**src/rtl/uart_bus_master.sv**
```systemverilog
// UART command parser that issues one 32-bit read or write on the native valid/ready bus per frame
// and returns the response bytes over uart_tx.
module uart_bus_master #(
  parameter int TIMEOUT = 1024,
  parameter int RX_GAP  = 2_500_000
) (
  input  logic        clk,
  input  logic        rst_n,
  input  logic [7:0]  rx_dout,
  input  logic        rx_full,
  output logic        rx_re,
  output logic [7:0]  tx_din,
  output logic        tx_we,
  input  logic        tx_empty,
  output logic        mem_valid,
  input  logic        mem_ready,
  output logic [31:0] mem_addr,
  output logic [31:0] mem_wdata,
  output logic [3:0]  mem_wstrb,
  input  logic [31:0] mem_rdata,
  output logic        busy
);

  typedef enum logic [2:0] {IDLE, ADDR, DATA, BUS, TX} state_t;

  localparam logic [15:0] TMO_LAST = 16'(TIMEOUT - 1);
  localparam logic [31:0] GAP_LAST = 32'(RX_GAP - 1);

  state_t      state;
  logic        is_wr;
  logic [1:0]  cnt;
  logic        rx_hold;
  logic        tx_hold;
  logic [15:0] timer;
  logic [31:0] gap;
  logic [31:0] resp;
  logic [1:0]  tx_left;

  assign busy = (state != IDLE);

  // rx_re/tx_we are registered: the byte is taken (or handed over) in the cycle the pulse is
  // visible, and the cycle after it is a hold-off so the peer's flag has time to clear.
  always_ff @(posedge clk or negedge rst_n) begin
    if (!rst_n) begin
      state     <= IDLE;
      is_wr     <= 1'b0;
      cnt       <= '0;
      rx_hold   <= 1'b0;
      tx_hold   <= 1'b0;
      timer     <= '0;
      gap       <= '0;
      resp      <= '0;
      tx_left   <= '0;
      rx_re     <= 1'b0;
      tx_we     <= 1'b0;
      tx_din    <= '0;
      mem_valid <= 1'b0;
      mem_addr  <= '0;
      mem_wdata <= '0;
      mem_wstrb <= '0;
    end else begin
      rx_re   <= 1'b0;
      tx_we   <= 1'b0;
      rx_hold <= rx_re;
      tx_hold <= tx_we;
      case (state)
        IDLE: begin
          if (rx_re) begin
            if (rx_dout == 8'h57 || rx_dout == 8'h52) begin
              is_wr <= (rx_dout == 8'h57);
              cnt   <= '0;
              gap   <= '0;
              state <= ADDR;
            end else begin
              resp    <= 32'h0000_003F;
              tx_left <= '0;
              state   <= TX;
            end
          end else if (rx_full && !rx_hold) begin
            rx_re <= 1'b1;
          end
        end
        ADDR, DATA: begin
          if (rx_re) begin
            if (state == ADDR)
              mem_addr[{cnt, 3'b000} +: 8] <= (cnt == 2'd0) ? (rx_dout & 8'hFC) : rx_dout;
            else
              mem_wdata[{cnt, 3'b000} +: 8] <= rx_dout;
            cnt <= cnt + 2'd1;
            gap <= '0;
            if (cnt == 2'd3) begin
              if (state == ADDR && is_wr) begin
                state <= DATA;
              end else begin
                state     <= BUS;
                mem_valid <= 1'b1;
                mem_wstrb <= is_wr ? 4'hF : 4'h0;
                timer     <= '0;
              end
            end
          end else if (gap == GAP_LAST) begin
            // stalled sender: drop the partial frame without answering
            state <= IDLE;
          end else begin
            gap <= gap + 32'd1;
            if (rx_full && !rx_hold) rx_re <= 1'b1;
          end
        end
        BUS: begin
          if (mem_ready) begin
            mem_valid <= 1'b0;
            mem_wstrb <= 4'h0;
            resp      <= is_wr ? 32'h0000_004B : mem_rdata;
            tx_left   <= is_wr ? 2'd0 : 2'd3;
            state     <= TX;
          end else if (timer == TMO_LAST) begin
            mem_valid <= 1'b0;
            mem_wstrb <= 4'h0;
            resp      <= 32'h0000_0021;
            tx_left   <= '0;
            state     <= TX;
          end else begin
            timer <= timer + 16'd1;
          end
        end
        TX: begin
          if (tx_we) begin
            resp <= resp >> 8;
            if (tx_left == 2'd0) state <= IDLE;
            else                 tx_left <= tx_left - 2'd1;
          end else if (tx_empty && !tx_hold) begin
            tx_we  <= 1'b1;
            tx_din <= resp[7:0];
          end
        end
        default: state <= IDLE;
      endcase
    end
  end

endmodule

```
**config.mk**
```make
export PLATFORM = sky130hd
export DESIGN_NAME = uart_bus_master
export DESIGN_NICKNAME = d
export VERILOG_FILES = /design/src/rtl/uart_bus_master.sv
export SDC_FILE = /design/constraint.sdc
export NUM_CORES = 1
export LEC_CHECK = 0
export CAP_MARGIN = 10
export CORE_MARGIN = 4
export CORE_UTILIZATION = 35
export CTS_CLUSTER_SIZE = 25
export DETAILED_ROUTE_END_ITERATION = 10
export PLACE_DENSITY = 0.57
export SYNTH_ARGS = -nofsm -noshare
export SYNTH_HDL_FRONTEND = slang
export SYNTH_SLANG_ARGS = --single-unit
```
**constraint.sdc**
```tcl
create_clock -name clk -period 6.46 [get_ports clk]
set_input_delay 1.292 -clock clk [delete_from_list [all_inputs] [get_ports clk]]
set_output_delay 1.292 -clock clk [all_outputs]
set_load 0.05 [all_outputs]
```
; Yosys cells after proc, flatten, opt, wreduce, memory -nomap -nowiden
; Index checks and enable logic that the tools add are counted.
[op_classes]
addsub = 5
eq_ne = 24
shift = 3
mux = 65
bitwise = 2
reduce_logical = 25
[op_table]
columns = cell, count
row1 = 32-bit two-way mux, 10
row2 = 32-bit case mux with 3 select lines, 1
row3 = 16-bit two-way mux, 5
row4 = 32-bit bitwise mux, 2
row5 = 32-bit case mux with 2 select lines, 1
row6 = 8-bit by 7-bit indexed part select with 32-bit output, 2
row7 = "32-bit by 1-bit adder with 32-bit output, second input constant", 1
row8 = "32-bit by 22-bit equality test with 1-bit output, second input constant", 1
row9 = 16-bit case mux with 2 select lines, 1
row10 = "8-bit by 7-bit variable shift with 32-bit output, first input constant", 1
row11 = 3-bit two-way mux, 9
row12 = 4-bit two-way mux, 6
row13 = 2-bit two-way mux, 11
row14 = "2-bit != test, second input constant", 11
row15 = 6-bit AND reduction, 3
row16 = "16-bit by 1-bit adder with 16-bit output, second input constant", 1
row17 = "16-bit by 10-bit equality test with 1-bit output, second input constant", 1
row18 = "8-bit by 7-bit equality test with 1-bit output, second input constant", 2
row19 = 1-bit two-way mux, 13
row20 = "3-bit != test, second input constant", 4
row21 = 3-bit case mux with 4 select lines, 1
row22 = 3-bit AND reduction, 4
row23 = 5-bit AND reduction, 2
row24 = 4-bit case mux with 2 select lines, 1
row25 = other kinds (20), 30
[word_totals]
register_bits = 169
output_inout_bits = 80
word_cells = 140

; Longest topological paths before layout
; Gate-level depths: netlist (run 1).
[depth]
word_depth = 6
mapped_depth = 8
mapped_depth_nobuf = 7

; Worst setup path before layout (run 1)
; OpenSTA, ideal clock, no wires.
[synth_path]
kind = input to register
startpoint = input rx_dout[7]
endpoint = register gap[10]
setup_time_ns = 0.124
arrival_ns = 2.981
required_ns = 6.336
slack_ns = 3.355
cell_stages = 7
path_buffers = 2
path_cell_list = nand4bb_1 -> or4b_4 -> a211o_1 -> and2_1 -> buf_6 -> buf_6 -> a211o_1
[synth_via]
elab_chain_len = 4
elab_cells_between_ends = 5
cone_classes = eq/ne: 3 / reduce/logical: 2
[synth_rtl]
columns = element, line
row1 = "start, declared", 9  ; input logic [7:0] rx_dout,
row2 = 8-bit by 7-bit equality test with 1-bit output, 69  ; if (rx_dout == 8'h57 || rx_dout == 8'h52) begin
row3 = 1-bit logical OR (*), 69
row4 = 2-bit != test (no source line) (*), -
row5 = 4-bit AND reduction (no source line) (*), -
row6 = "end signal, assigned", 105  ; gap <= gap + 32'd1;
row7 = "end, declared", 35  ; logic [31:0] gap;
; Every way passes the cells marked *; elsewhere a longest branch is shown, timed or not.
; A chain may end at the register's enable or synchronous reset.

; Worst setup path after layout (run 1)
[layout_path]
startpoint = input rx_dout[7]
endpoint = register gap[24]
; The elaborated chain is that of the path after synthesis.

==> reports/qor.csv, run 1 <==
metric;value;unit
max-cap check violation count;0;
FF-to-FF End;resp[14]$_DFFE_PN0P_;
Synth top cells by count;nand2_1, dfrtp_1, o21ai_0, nand3_1, clkbuf_1;
clk root buf;clkbuf_16;
Yosys cell types;67;
Clock Tree Buf Depth;2;
RSZ-0062 raised after global routing;no;
diodes inserted;0;
Sink Count;166;
critical path depth;6;
Worst path slowest cell;or4b_4;
chain of cells forming the critical path;clkdlybuf4s50_1, nand4bb_1, or4b_4, a211o_1, and2_1, a221o_1;
worst min path class;register to register;
cell with the most instances after synthesis;nand2_1;
Die Area;24900;um2
die height;158;um
maximum level of the CTS H-tree;4;
first-pass GRT wire length;32.7;mm
initial antenna violation count;0;
R2R setup slack;3620;ps
outcome;finished, final reports clean;
Top FF cell, synth;dfrtp_1;
row cnt;54;
mapped cell area;7870;um2
IO Pins;125;
WL final;20.3;mm
Setup-failing EPs final;0;
#FFs+latches synth;166;
1st-iter DRT viols;389;
PostCTS Resize Cnt;0;
Critical path destination;gap[24]$_DFFE_PN0P_;
delay-heaviest family, CP;simple AND/OR/NAND/NOR gates;
Worst path max stage delay;600;ps
Area contributors post-synth;dfrtp_1, nand2_1, o21ai_0;
# port buffers;124;
TritonCTS clock tree;built;
Final Net Count;975;
Tmin final;3700;ps
syn avg cell area;9.64;um2
Hold Path Stages;2;
Final period util;57.2;%
Remaining Overflow, GRT;0;
layout cells sized above 1;7.81;%
Routed WL per cell;16.7;um
Post-synth EDFFs;0;
CP endpoint kind;register;
Via Count;6438;
worst slew pin tran;1180;ps
detailed-router iteration count before antenna repair;4;
worst setup path startpoint;rx_dout[7];
largest net degree at the start of global routing;114;
WS Path Type;input port to register;
Max Freq;270;MHz
leakage;4.37;nW
Starting Density;35.8;%
CP Max Fanout;15;
all-layer global routing usage;16.4;%
reg2reg start;state[0]$_DFFE_PN0P_;
max_slew headroom;21.5;%
Detailed Place HPWL;14.5;mm
GPL Wtd Cong;0.831;
vias in the first global route;6075;
Post-Syn Nets;869;
worst path required time;6770;ps
clock latency on the worst-skew pair;440;ps
final hold vios;0;
post-synthesis sequential area ratio;52.8;%
die width;158;um
Synth area leader;dfrtp_1;
CTS Buf Count;17;
Core ar.;22000;um2
crit path launch type;input port;
Async S/R FF share, synth;100;%
Reg clk slew, reported paths;70;ps
crit path DAT;4010;ps
total power;3.24;mW
Pins Over Slew Limit;0;
ANT nets after route;0;
vias per cell;5.30;
Max IR drop VDD;0.147;mV
Syn Inst Count;816;
Area Growth Syn to Fin;25.9;%
Residual DRC;0;
Buf+Inv Stages, Crit Path;1;
post-synth top area share;52.8;%
# Post-CTS Setup Buffers;0;
Yosys warnings;0;
Worst R2R Path Depth;5;
# hold bufs at CTS;0;
Post-Route Skew;13.3;ps
pwr/cell area;327;nW/um2
setup TNS;0;ps
power breakdown:
part | switching, mW | internal (mW) | leakage, nW
combinational | 0.560 | 0.314 | 2.13
clock | 0.492 | 0.531 | 0.290
sequential | 0.156 | 1.19 | 1.95
worst min path at each step:
stage,startpoint,to,slack (ps)
2_1_floorplan,resp[6]$_DFFE_PN0P_,tx_din[6]$_DFFE_PN0P_,430
3_3_place_gp,resp[6]$_DFFE_PN0P_,tx_din[6]$_DFFE_PN0P_,460
3_5_place_dp,resp[4]$_DFFE_PN0P_,tx_din[4]$_DFFE_PN0P_,460
4_1_cts,resp[3]$_DFFE_PN0P_,tx_din[3]$_DFFE_PN0P_,480
5_1_grt,mem_addr[1]$_DFFE_PN0P_,mem_addr[1]$_DFFE_PN0P_,500
6_report,resp[6]$_DFFE_PN0P_,tx_din[6]$_DFFE_PN0P_,470
registers in the layout, indices dropped and copies added (netlist names), 2 cells and up:
signal,cells
gap,32
mem_wdata,32
state,3
tx_din,8
resp,32
tx_left,2
mem_addr,32
timer,16
cnt,2
cell usage in the layout, fill, tap and decap left out, types with 8 or more instances in the layout:
cell type	netlist	layout
nor2_1	25	24
a21oi_1	21	21
a22o_1	27	27
nor4_1	10	10
nand4_1	9	9
inv_1	16	16
o21ai_0	89	89
and3_1	12	12
nand3_1	39	39
a31oi_1	21	21
dfrtp_1	166	166
a211o_1	11	11
mux2_2	22	22
clkbuf_16	0	17
or3_1	8	8
ha_1	8	8
nand2_1	172	172
nor3_1	21	21
clkdlybuf4s50_1	0	123
through the flow:
step	worst slack [ps]	std cells	hold WS, ps	utilization [%]	instance area [um2]
detailed placement	2320	1183	460	42.4	9310
floorplan	3350	816	432	-	7870
global placement	2370	1183	455	42.4	9310
CTS	2780	1215	476	45.1	9910
global route	2660	1215	495	45.1	9910
finish	2760	1215	471	45.1	9910
layout make-up:
type / instances / area (um2)
timing repair buffer: 131 / 1290
clock inverter: 14 / 154
inverter: 17 / 63.8
sequential: 166 / 4150
tap: 280 / 350
clock buffer: 18 / 439
multi-input combinational: 589 / 3450
fill: 2086 / 12100
routing by layer:
layer,vias to the layer above,wire length [um],GRT usage (%)
li1,3160,-,-
met1,3116,9920,23.6
met2,142,9010,24.7
met3,20,1040,3.94
met4,0,323,4.55
met5,-,0,0
cells by family (layout without fill, tap and decap cells):
| logic type | Yosys count | in the layout | share of synthesized area (%) |
|---|---|---|---|
| fa+ha+maj | 8 | 8 | 1.27 |
| simple gates | 336 | 336 | 20.4 |
| flops | 166 | 166 | 52.8 |
| xor+xnor | 2 | 2 | 0.223 |
| mux | 30 | 30 | 4.20 |
| buf+inv | 61 | 180 | 3.42 |
| compound gates | 213 | 213 | 17.7 |
worst min-delay path: cells and delay by family (launching register included):
family,cells,cell delay [ps]
flip-flops,1,340
AND/OR/NAND/NOR,2,100
Note: power is estimated with default switching activity, not from simulation.
==> inputs of run 2 (changes only) <==
- clock period: 6.46 -> 3.7 ns (I/O delays scaled with it)
==> run 2 against run 1 <==
Effect of this change:
- combinational power up 81%
- sequential share of layout area down 0.70 points
- sequential power increased by 73%
- worst hold slack worse by 140 ps
- critical path depth unchanged
- via count grew 2.1%
- register-to-register slack lost 2500 ps
- critical endpoint is now gap[2]$_DFFE_PN0P_
- largest cell class unchanged
- largest power group unchanged
==> reports/qor.csv, run 2 (synthesis gave the netlist of run 1 again) <==
metric;value;unit;change
diodes inserted;0;;unchanged
# hold bufs at CTS;0;;unchanged
Max Freq;337;MHz;
total power;5.73;mW;was 3.24 mW
Final Cell Area;10100;um2;was 9910 um2
PostCTS Resize Cnt;0;;unchanged
row cnt;54;;unchanged
Pins Over Slew Limit;0;;unchanged
worst path required time;4010;ps;was 6770 ps
Routed WL per cell;16.6;um;was 16.7 um
Final period util;80.1;%;
Clock Tree Buf Depth;2;;unchanged
die width;158;um;unchanged
crit path launch type;input port;;unchanged
commonest cells after routing, fill and taps aside;nand2_1, dfrtp_1, clkdlybuf4s50_1;;unchanged
Remaining Overflow, GRT;0;;unchanged
Post-Route Skew;10.5;ps;was 13.3 ps
Tmin final;2960;ps;
vias per cell;5.34;;was 5.30
GPL Wtd Cong;0.786;;was 0.831
TritonCTS clock tree;built;;unchanged
Placed Cells;1199;;was 1,183
Starting Density;35.8;%;unchanged
Die Area;24900;um2;unchanged
Max IR drop VDD;0.256;mV;was 0.147 mV
Final Net Count;992;;was 975
max-cap check violation count;0;;unchanged
worst min path class;input port to asynchronous set/reset pin;;was register to register
clk root buf;clkbuf_16;;unchanged
Post-Layout Cell Count;1231;;was 1,215
fin worst setup slack;737;ps;was 2760 ps
pwr/cell area;569;nW/um2;was 327 nW/um2
die height;158;um;unchanged
Core ar.;22000;um2;unchanged
RSZ-0062 raised after global routing;no;;unchanged
WS Path Type;input port to register;;unchanged
worst slew pin tran;840;ps;was 1180 ps
CP Max Fanout;15;;unchanged
setup TNS;0;ps;unchanged
vias in the first global route;6438;;was 6,075
ANT nets after route;0;;unchanged
final hold vios;0;;unchanged
CTS Buf Count;17;;unchanged
crit path DAT;3270;ps;was 4010 ps
Setup-failing EPs final;0;;unchanged
Sink Count;166;;unchanged
CP endpoint kind;register;;unchanged
Residual DRC;0;;unchanged
1st-iter DRT viols;340;;was 389
detailed-router iteration count before antenna repair;5;;was 4
Final Util;45.9;%;was 45.1%
WL final;20.4;mm;was 20.3 mm
first-pass GRT wire length;33.9;mm;was 32.7 mm
Placement Cell Area;9460;um2;was 9310 um2
all-layer global routing usage;16.8;%;was 16.4%
worst slack, placed;294;ps;was 2320 ps
layout cells sized above 1;9.36;%;was 7.81%
initial antenna violation count;1;;was 0
Via Count;6571;;was 6,438
Detailed Place HPWL;14.7;mm;was 14.5 mm
max_slew headroom;43.5;%;was 21.5%
worst hold slack;327;ps;was 471 ps
# Post-CTS Setup Buffers;0;;unchanged
largest net degree at the start of global routing;81;;was 114
maximum level of the CTS H-tree;4;;unchanged
most common cell after layout, fill and taps aside;nand2_1;;unchanged
IO Pins;125;;unchanged
clock latency on the worst-skew pair;430;ps;was 440 ps
Reg clk slew, reported paths;70;ps;about the same
Area Growth Syn to Fin;28.1;%;was 25.9%
leakage;4.47;nW;was 4.37 nW
R2R setup slack;1150;ps;was 3620 ps
outcome;finished, final reports clean;;unchanged
# port buffers;124;;unchanged
[run 2: where the power goes]
group          internal (mW)  switching, mW  leakage [nW]
combinational          0.596          0.987          2.23
sequential              2.08          0.267          1.95
clock                   1.01          0.790         0.291
[run 2: worst max-delay path: stages]
cell,delay [ps]
clkdlybuf4s50_1,590
nand4bb_1,200
or4b_4,610
a211o_1,330
and2_1,360
a221o_1,430
[run 2: path summary, 6_finish.rpt]
kind	cells after the start	endpoint	start
min in group clk	2	tx_din[3]$_DFFE_PN0P_	resp[3]$_DFFE_PN0P_
worst max register to register	7	gap[22]$_DFFE_PN0P_	gap[0]$_DFFE_PN0P_
max in group asynchronous	2	timer[12]$_DFFE_PN0P_	rst_n
worst min-delay path	1	mem_addr[23]$_DFFE_PN0P_	rst_n
worst min register to register	2	tx_din[3]$_DFFE_PN0P_	resp[3]$_DFFE_PN0P_
worst max-delay path	6	gap[2]$_DFFE_PN0P_	rx_dout[1]
[run 2: area by class of cell]
cell class	count	area, um2
Clock buffer	17	425
Timing Repair Buffer	148	1470
Clock inverter	14	164
Tap cell	280	350
Sequential cell	166	4150
Fill cell	2110	11900
Multi-Input combinational cell	589	3450
Inverter	17	63.8
[run 2: per-layer routing]
| layer | routed length, um | part of all wire [%] | track usage [%] | vias to the layer above |
|---|---|---|---|---|
| met4 | 205 | 1.0 | 3.97 | 2 |
| met5 | 13 | 0.064 | 0 | - |
| met1 | 10100 | 50 | 24.7 | 3220 |
| met2 | 9030 | 44 | 25.5 | 144 |
| li1 | - | - | - | 3188 |
| met3 | 1010 | 5.0 | 3.77 | 17 |
==> inputs of run 3 (changes only) <==
- clock period: 3.7 -> 2.9 ns (I/O delays scaled with it)
==> run 3 against run 2 <==
Effect of this change:
- setup slack got worse by 550 ps
- sequential power increased by 27%
- combinational power increased by 28%
- critical path depth decreased by 3
- routed wire length about the same
- register-to-register slack got worse by 660 ps
- first-iteration DRC count increased by 2.4%
- global-route usage decreased by 0.25 points
- core utilization increased by 0.72 points
- final area increased by 1.6%
- count of clock-buffer cells in the layout increased by 1
- critical endpoint is now busy
- highest routed layer unchanged
==> reports/qor.csv, run 3 (synthesis gave the netlist of run 1 again) <==
metric;value;unit;change
diodes inserted;0;;unchanged
Max IR drop VDD;0.457;mV;was 0.256 mV
Post-Route Skew;10.7;ps;was 10.5 ps
clock latency on the worst-skew pair;430;ps;about the same
worst slew pin tran;763;ps;was 840 ps
Starting Density;35.8;%;unchanged
Post-Layout Cell Count;1242;;was 1,231
die height;158;um;unchanged
Placement Cell Area;9590;um2;was 9460 um2
Final Net Count;1002;;was 992
GPL Wtd Cong;0.771;;was 0.786
Routed WL per cell;16.4;um;was 16.6 um
commonest cells after routing, fill and taps aside;nand2_1, dfrtp_1, clkdlybuf4s50_1;;unchanged
internal power;4.90;mW;was 3.69 mW
Comb power frac;27.1;%;was 27.6%
Remaining Overflow, GRT;0;;unchanged
Clock Tree Buf Depth;2;;unchanged
clock share of power;33.1;%;was 31.5%
Worst R2R Path Depth;7;;unchanged
Residual DRC;0;;unchanged
Area Growth Syn to Fin;30.1;%;was 28.1%
RSZ-0062 raised after global routing;no;;unchanged
Final period util;93.5;%;
initial antenna violation count;1;;unchanged
sequential share of power;39.8;%;was 40.9%
largest net degree at the start of global routing;64;;was 81
setup TNS;0;ps;unchanged
vias per cell;5.27;;was 5.34
max-cap check violation count;0;;unchanged
switching share of power;34.6;%;was 35.7%
worst hold slack;121;ps;was 327 ps
Reg clk slew, reported paths;70;ps;about the same
clk root buf;clkbuf_16;;unchanged
detailed-router iteration count before antenna repair;4;;was 5
pwr/cell area;732;nW/um2;was 569 nW/um2
Die Area;24900;um2;unchanged
Placed Cells;1210;;was 1,199
crit path launch type;register;;was input port
total power;7.49;mW;was 5.73 mW
Setup-failing EPs final;0;;unchanged
switching power;2.59;mW;was 2.04 mW
TritonCTS clock tree;built;;unchanged
CP endpoint kind;output port;;was register
layout cells sized above 1;10.3;%;was 9.36%
max_slew headroom;48.7;%;was 43.5%
leakage;4.55;nW;was 4.47 nW
# hold bufs at CTS;0;;unchanged
die width;158;um;unchanged
WL final;20.4;mm;about the same
worst path required time;2320;ps;was 4010 ps
Final Cell Area;10200;um2;was 10,100 um2
maximum level of the CTS H-tree;4;;unchanged
IO Pins;125;;unchanged
row cnt;54;;unchanged
Max Freq;369;MHz;
Via Count;6544;;was 6,571
WS Path Type;register to output port;;was input port to register
final hold vios;0;;unchanged
Pins Over Slew Limit;0;;unchanged
Tmin final;2710;ps;
# Post-CTS Setup Buffers;0;;unchanged
# port buffers;124;;unchanged
all-layer global routing usage;16.6;%;was 16.8%
CP Max Fanout;12;;was 15
1st-iter DRT viols;348;;was 340
CTS Buf Count;17;;unchanged
Detailed Place HPWL;14.7;mm;about the same
Sink Count;166;;unchanged
ANT nets after route;0;;unchanged
crit path DAT;2130;ps;was 3270 ps
first-pass GRT wire length;33.4;mm;was 33.9 mm
PostCTS Resize Cnt;0;;unchanged
most common cell after layout, fill and taps aside;nand2_1;;unchanged
Core ar.;22000;um2;unchanged
outcome;finished, final reports clean;;unchanged
vias in the first global route;6224;;was 6,438
worst min path class;input port to asynchronous set/reset pin;;unchanged
## run 3: cell count changes in the layout (fill, tap and decap cells not counted)
cell       previous run  this run
buf_12                2         6
buf_16                1         0
bufinv_16             2         4
clkinv_4              1         3
inv_6                 5         3
clkbuf_1              0         1
clkinv_2              2         0
buf_4                21        28
## run 3: final timing paths
path | start | end | slack (ps)
worst min register to register | resp[3]$_DFFE_PN0P_ | tx_din[3]$_DFFE_PN0P_ | 470
worst min-delay path | rst_n | mem_addr[21]$_DFFE_PN0P_ | 120
worst max-delay path | state[0]$_DFFE_PN0P_ | busy | 190
max in group asynchronous | rst_n | state[2]$_DFFE_PN0P_ | 2010
min in group clk | resp[3]$_DFFE_PN0P_ | tx_din[3]$_DFFE_PN0P_ | 470
worst max register to register | gap[0]$_DFFE_PN0P_ | gap[10]$_DFFE_PN0P_ | 490
## run 3: cell type report
cell class / instances / area, um2
clock inverters: 14 / 214
fillers: 2121 / 11700
flip-flops and latches: 166 / 4150
well taps: 280 / 350
inverters: 17 / 63.8
repair buffers: 158 / 1570
multi-input cells: 589 / 3450
clock buffers: 18 / 429
## run 3: per-stage QoR
stage / worst slack (ps) / utilization, %
2_1_floorplan: 507 / -
4_1_cts: 165 / 46.6
3_5_place_dp: -167 / 43.7
5_1_grt: 52.6 / 46.6
6_report: 189 / 46.6
3_3_place_gp: -114 / 43.7
## run 3: metal layers
layer  vias to the layer above  global-route usage, %  wire length, um
li1                       3206                      -                -
met1                      3147                   24.3            10100
met2                       170                   24.9             9030
met3                        19                   3.44             1060
met4                         2                   4.71              249
met5                         -                      0               13
## run 3: power by group through the flow
| stage | Sequential, mW | Clock (mW) | Combinational (mW) |
|---|---|---|---|
| after floorplan | 3.34 | 0 | 0.952 |
| after global placement | 3.02 | 0 | 2.02 |
| after detailed placement | 3.02 | 0 | 2.04 |
| after CTS | 2.98 | 2.53 | 2.05 |
| after global routing | 3.03 | 2.65 | 2.23 |
| final | 2.98 | 2.48 | 2.03 |
## run 3: critical path: stages, from the launching register on
cell             delay (ps)
dfrtp_1                 550
nor2_1                  160
nand2_1                 130
clkdlybuf4s50_1         870
